$ cat config.mk
export PLATFORM = sky130hd
export DESIGN_NAME = ram_port_arbiter
export DESIGN_NICKNAME = d
export VERILOG_FILES = /design/src/rtl/ram_arb_pkg.sv /design/src/rtl/rr_arbiter2.sv /design/src/rtl/ram_port_arbiter.sv
export SDC_FILE = /design/constraint.sdc
export NUM_CORES = 1
export LEC_CHECK = 0
export CORE_MARGIN = 2
export CORE_UTILIZATION = 37
export DETAILED_ROUTE_END_ITERATION = 12
export PLACE_DENSITY = 0.76
export SETUP_SLACK_MARGIN = 0.05
export SLEW_MARGIN = 20
export SYNTH_ARGS = -nofsm -noshare
export SYNTH_HDL_FRONTEND = slang
export SYNTH_SLANG_ARGS = --single-unit
export TNS_END_PERCENT = 100
$ cat constraint.sdc
create_clock -name clk -period 1.5 [get_ports clk]
set_input_delay 0.225 -clock clk [delete_from_list [all_inputs] [get_ports clk]]
set_output_delay 0.225 -clock clk [all_outputs]
set_load 0.1 [all_outputs]
$ cat src/rtl/ram_arb_pkg.sv
// ram_arb_pkg
//   Shared definitions for the program-RAM port arbiter: FSM state
//   encoding, requester identifiers and the RAM read/write code.
//   No ports; imported by ram_port_arbiter and rr_arbiter2.
package ram_arb_pkg;

  typedef enum logic [1:0] {
    IDLE   = 2'd0,
    ACCESS = 2'd1,
    DONE   = 2'd2
  } state_t;

  // Requester ids double as bit positions in the two-bit request vector.
  localparam logic REQ_L    = 1'b0;
  localparam logic REQ_C    = 1'b1;

  localparam logic RW_WRITE = 1'b1;
  localparam logic RW_READ  = 1'b0;

endpackage

$ cat src/rtl/rr_arbiter2.sv
// rr_arbiter2
//   Combinational two-way round-robin picker.
//   Ports:
//     req  [1:0] in   raw requests, bit REQ_L = loader, bit REQ_C = core
//     mask [1:0] in   1 = requester currently not eligible
//     last       in   id of the most recently served requester
//     gnt  [1:0] out  one-hot grant (all zero when nobody is eligible)
module rr_arbiter2
  import ram_arb_pkg::*;
(
  input  logic [1:0] req,
  input  logic [1:0] mask,
  input  logic       last,
  output logic [1:0] gnt
);

  logic [1:0] eligible;

  assign eligible = req & ~mask;

  // On a tie the requester that was not served last wins; otherwise the
  // single eligible requester is granted directly.
  always_comb begin
    gnt = 2'b00;
    if (eligible == 2'b11) begin
      gnt = (last == REQ_L) ? 2'b10 : 2'b01;
    end else begin
      gnt = eligible;
    end
  end

endmodule

$ cat src/rtl/ram_port_arbiter.sv
// ram_port_arbiter
//   Shares the single-port program RAM between the UART boot loader (L)
//   and the core fetch/load-store port (C). One access at a time; the RAM
//   window is held for RAM_LATENCY cycles, then a one-cycle ack goes back
//   to the winner together with read data. While boot_mode=1 only L is
//   served.
//   Ports:
//     clk, rst, ce                 clock, sync active-high reset, clock enable
//     boot_mode                    1 = core requests are stalled
//     l_req/l_rw/l_addr/l_wdata    loader request (held until l_ack)
//     l_ack                        loader completion pulse
//     c_req/c_rw/c_addr/c_wdata    core request (held until c_ack)
//     c_ack                        core completion pulse
//     rdata                        last read data, valid with its ack
//     ram_enable/ram_rw/ram_addr/ram_wdata   registered RAM pins
//     ram_rdata                    RAM read data
//     busy                         1 while an access is in progress
module ram_port_arbiter
  import ram_arb_pkg::*;
#(
  parameter int ADDR_W      = 8,
  parameter int DATA_W      = 8,
  parameter int RAM_LATENCY = 1
) (
  input  logic              clk,
  input  logic              rst,
  input  logic              ce,
  input  logic              boot_mode,
  input  logic              l_req,
  input  logic              l_rw,
  input  logic [ADDR_W-1:0] l_addr,
  input  logic [DATA_W-1:0] l_wdata,
  output logic              l_ack,
  input  logic              c_req,
  input  logic              c_rw,
  input  logic [ADDR_W-1:0] c_addr,
  input  logic [DATA_W-1:0] c_wdata,
  output logic              c_ack,
  output logic [DATA_W-1:0] rdata,
  output logic              ram_enable,
  output logic              ram_rw,
  output logic [ADDR_W-1:0] ram_addr,
  output logic [DATA_W-1:0] ram_wdata,
  input  logic [DATA_W-1:0] ram_rdata,
  output logic              busy
);

  localparam int CNT_W = $clog2(RAM_LATENCY + 1);
  localparam logic [CNT_W-1:0] CNT_LOAD = CNT_W'(RAM_LATENCY - 1);

  state_t           state_q;
  state_t           state_d;
  logic [CNT_W-1:0] cnt_q;
  logic             winner_q;
  logic             last_q;
  logic [1:0]       gnt;
  logic             grant;
  logic             window_end;

  // Core requests are masked out while the loader owns the RAM.
  rr_arbiter2 u_picker (
    .req  ({c_req, l_req}),
    .mask ({boot_mode, 1'b0}),
    .last (last_q),
    .gnt  (gnt)
  );

  assign grant      = (state_q == IDLE) && (gnt != 2'b00);
  assign window_end = (state_q == ACCESS) && (cnt_q == '0);
  assign busy       = (state_q != IDLE);

  // State register; reset wins over ce so a reset mid-access always
  // drops the RAM window on the next edge.
  always_ff @(posedge clk) begin
    if (rst) begin
      state_q <= IDLE;
    end else if (ce) begin
      state_q <= state_d;
    end
  end

  // Next-state logic: a grant opens the window, the counter closes it,
  // and DONE always lasts exactly one enabled cycle.
  always_comb begin
    state_d = state_q;
    case (state_q)
      IDLE:    if (grant)      state_d = ACCESS;
      ACCESS:  if (window_end) state_d = DONE;
      DONE:                    state_d = IDLE;
      default:                 state_d = IDLE;
    endcase
  end

  // Datapath: the request is latched straight into the RAM pin registers
  // at grant so the pins stay stable for the whole window regardless of
  // what the requester does afterwards. The ack register is set as the
  // window closes, which makes it high exactly while the FSM is in DONE.
  always_ff @(posedge clk) begin
    if (rst) begin
      cnt_q      <= '0;
      winner_q   <= REQ_L;
      last_q     <= REQ_L;
      ram_enable <= 1'b0;
      ram_rw     <= RW_READ;
      ram_addr   <= '0;
      ram_wdata  <= '0;
      rdata      <= '0;
      l_ack      <= 1'b0;
      c_ack      <= 1'b0;
    end else if (ce) begin
      case (state_q)
        IDLE: begin
          if (grant) begin
            winner_q   <= gnt[REQ_C];
            ram_rw     <= gnt[REQ_C] ? c_rw    : l_rw;
            ram_addr   <= gnt[REQ_C] ? c_addr  : l_addr;
            ram_wdata  <= gnt[REQ_C] ? c_wdata : l_wdata;
            cnt_q      <= CNT_LOAD;
            ram_enable <= 1'b1;
          end
        end
        ACCESS: begin
          if (window_end) begin
            ram_enable <= 1'b0;
            if (ram_rw == RW_READ) begin
              rdata <= ram_rdata;
            end
            if (winner_q == REQ_C) begin
              c_ack <= 1'b1;
            end else begin
              l_ack <= 1'b1;
            end
          end else begin
            cnt_q <= cnt_q - CNT_W'(1);
          end
        end
        DONE: begin
          l_ack  <= 1'b0;
          c_ack  <= 1'b0;
          last_q <= winner_q;
        end
        default: begin
          ram_enable <= 1'b0;
          l_ack      <= 1'b0;
          c_ack      <= 1'b0;
        end
      endcase
    end
  end

endmodule

==> impl_results.md <==
* Required time worst endpoint at around 1.7 ns
* Least-Margin Pin Slew at roughly 0.22 ns
* Standard cell area after detailed placement at between 0.002 and 0.003 sq mm
* Data arrival time of the worst path at about 1.5 ns
* Post-synthesis cell type count at 24
* Maximum cell stage delay along the critical path at approximately 0.56 ns
* Time the worst path needs with I/O delays and setup at 1.38 ns
* Total gr overflow at 0
* Count of input and output buffers at 76
* Vias at 1,446
* Clock Path Buffers at 2
* Number of gates resized after cts at 0
* Total standard cell area after synthesis at about 0.0014 sq mm
* Worst slew margin relative to its limit at between 80% and 90%
* Minimum setup slack after placement at -0.175 ns
* Antenna violation net count after detailed routing at 0
* Root buffer selected by CTS: sky130_fd_sc_hd__clkbuf_8
* Total number of H-tree levels at 2
* Clock Pin Slew Worst Setup and Hold Paths at around 0.060 ns
* Number of rows created at floorplan at 22
* Clock net sink count at 33
* Total of warnings raised by yosys at 0
* Share of cells above drive strength 1 at 22.7%
* Critical Path, Cell by Cell: clkdlybuf4s50_1 > nand3b_4 > nor3_4 > buf_12 > mux2i_1 > nor2_1
* Hold Path End: last_q
* DR iter-0 viols at between 40 and 50
* Setup TNS Final at 0 ns
* TritonCTS clock tree: done
* Flops & latches, synth at 33
* Worst-skew pair later-pin latency at 0.27 ns
* Effective utilization at floorplan at approximately two fifths
* Max Transition Viols Final at 0
* Worst r2r src: state_q[0]
* Post-CTS Hold Fix Bufs at 0
* First drt pass iteration count at 4
* Depth of the most critical reg-to-reg path at 5
* Main area contributors after synthesis: sky130_fd_sc_hd__dfxtp_1 (47%), sky130_fd_sc_hd__a311oi_1 (11%), sky130_fd_sc_hd__nand2_1 (10%)
* Worst hold stages at 2
* Final net count at just under 300
* Crit Path Class: in2reg
* Endpoints failing hold at 0
* Worst r2r dst: ram_addr[6]
* Hold path startpoint: last_q
* Type of destination of the critical path: flop
* Final worst setup slack at ~0.12 ns
* Number of standard cells after synthesis at between 150 and 200
* Area enclosed by the die boundary at between 0.004 and 0.005 sq mm
* Fraction of synthesized cell area taken by the top area cell type at a little under half
* Yosys top cell by area: sky130_fd_sc_hd__dfxtp_1
* Fraction of the cycle the final worst path needs at around nine tenths
* Peak VDD IR at 0.675 mV
* Overall track demand over capacity in global routing at between 10% and 20%
* Run status: finished clean
* Largest net degree at the start of global routing at 38
* Synthesis-to-finish area growth at 90.3%
* Final setup vio count at 0
* CP Max Fanout at 8
* Post-synth net total at between 200 and 250
* Leakage component of the power at 1.06 nW
* Antenna violations before repair at 0
* Pwr Density at 973 mW/mm^2
* Remaining DRCs at 0
* Floorplan die width at ~66 um
* Core region area at around 0.0037 sq mm
* Launching element type of the critical path: primary input
* Timing startpoint of the critical path: ce
* Cell at the slowest stage of the critical path: sky130_fd_sc_hd__clkdlybuf4s50_1
* Final RePlAce weighted congestion at 0.784
* Gate family responsible for the most delay along the worst path: buffers and inverters
* Max_cap viols at 0
* Average vias per placed instance at 4.90
* Setup repair after global routing missed its margin: false
* Final worst clock skew at around 0.0056 ns
* Sequential cell area fraction in the yosys report at ~47%
* Multi-input combinational cell area at about 670 sq um
* Via count of the first global-routing pass at between 1,000 and 1,500
* Worst Path Buf+Inv at 2
* Syn avg cell area at 8.64 sq um
* Post-CTS setup repair buffer count at 0
* Diodes inserted at 0
* Half-perimeter wire length of the detailed placement result at around 2.8 mm
* Number of filler instances in the final layout at around 270
* Global-route wire length before repair at about 6.4 mm
* Area used by sequential logic in the layout at 662 sq um
* Most common library cell in the layout ignoring fill and taps: sky130_fd_sc_hd__clkdlybuf4s50_1
* I/O pin count at 77
* Commonest non-fill, non-tap cells in the layout: sky130_fd_sc_hd__clkdlybuf4s50_1 (47), sky130_fd_sc_hd__nand2_1 (38), sky130_fd_sc_hd__nor2_1 (33)
* Clock buffers created by TritonCTS at 5
* R2R setup slack at around 0.21 ns
* Total routed wirelength at ~4.0 mm
* Fmax achieved at approximately 0.73 GHz
* Post-route cell area at about 0.0027 sq mm
* Kind of path behind the tightest hold check: reg2reg
* Die outline height at 65.9 um
* Per-cell routed wire length at approximately 14 um
## cell type report
type                    instances  area share [%]
clock buffers                   7            3.20
well taps                      48            2.23
inverters                       4           0.557
multi-input cells             114            24.8
repair buffers                 89            44.7
flip-flops and latches         33            24.6
## Yosys cell counts
cell and instances:
sky130_fd_sc_hd__nor3_4 1, sky130_fd_sc_hd__a21oi_1 2, sky130_fd_sc_hd__a311oi_1 17, sky130_fd_sc_hd__buf_6 4, sky130_fd_sc_hd__clkbuf_1 4, sky130_fd_sc_hd__nor2_2 1
sky130_fd_sc_hd__mux2i_1 9, sky130_fd_sc_hd__nor3_1 1, sky130_fd_sc_hd__o21ai_0 1, sky130_fd_sc_hd__o211ai_1 1, sky130_fd_sc_hd__o22a_1 1, sky130_fd_sc_hd__o211a_1 1
sky130_fd_sc_hd__nand2_1 38, sky130_fd_sc_hd__nor2b_2 1, sky130_fd_sc_hd__o311a_2 1, sky130_fd_sc_hd__mux2_2 1, sky130_fd_sc_hd__and2_1 1, sky130_fd_sc_hd__nor2_1 33
sky130_fd_sc_hd__buf_2 5, sky130_fd_sc_hd__inv_1 4, sky130_fd_sc_hd__a211oi_1 2, sky130_fd_sc_hd__nand3b_4 1, sky130_fd_sc_hd__dfxtp_1 33, sky130_fd_sc_hd__a41oi_1 1
## worst reg2reg max path: cells and delay by family, from the launching register on
family                 cells  cell delay (ns)
DFF                        1             0.35
buffers and inverters      1             0.15
and+or+nand+nor            2             0.22
AOI/OAI and AO/OA          2             0.47
## registers in the layout, indices dropped and copies added (netlist names)
register / flops
ram_addr: 8
ram_wdata: 8
rdata: 8
state_q: 2
c_ack: 1
cnt_q: 1
l_ack: 1
last_q: 1
ram_enable: 1
ram_rw: 1
winner_q: 1
## per-layer routing
layer	routed length, um	vias up	global-route usage (%)	part of all wire [%]
met5	0	-	0	0
met4	19	0	3.91	0.48
met3	344	2	8.86	8.6
met2	1980	51	32.2	50
met1	1650	665	22.4	41
li1	-	728	-	-
## cell families (layout without fill, tap and decap cells)
logic type	after synthesis	count (layout)	synth area share, %
simple gates	77	77	23.2
buf+inv	17	100	7.07
compound gates	27	27	15.9
flops	33	33	46.6
mux	10	10	7.16
## report_power, final
part | switching (mW) | internal (mW)
Clock | 0.294 | 0.364
Combinational | 0.559 | 0.414
Sequential | 0.0591 | 0.933
Total | 0.912 | 1.71
## stage by stage
| step | power [mW] | hold WS, ns | std cells | utilization (%) |
|---|---|---|---|---|
| 2_1_floorplan | 1.54 | 0.372 | 164 | - |
| 3_3_place_gp | 1.95 | 0.475 | 287 | 70.2 |
| 3_5_place_dp | 1.97 | 0.488 | 287 | 70.2 |
| 4_1_cts | 2.62 | 0.504 | 294 | 72.6 |
| 5_1_grt | 2.74 | 0.509 | 295 | 73.6 |
| 6_report | 2.62 | 0.497 | 295 | 73.6 |
## worst max-delay path by stage
stage / endpoint / slack, ns / depth (start not counted)
5_1_grt: ram_addr[4] / 0.06 / 6
3_3_place_gp: ram_addr[5] / -0.13 / 6
3_5_place_dp: ram_wdata[0] / -0.18 / 6
2_1_floorplan: rdata[7] / 0.13 / 4
6_report: rdata[3] / 0.12 / 6
4_1_cts: ram_addr[5] / 0.11 / 6
Note: power is estimated with default switching activity, not from simulation.
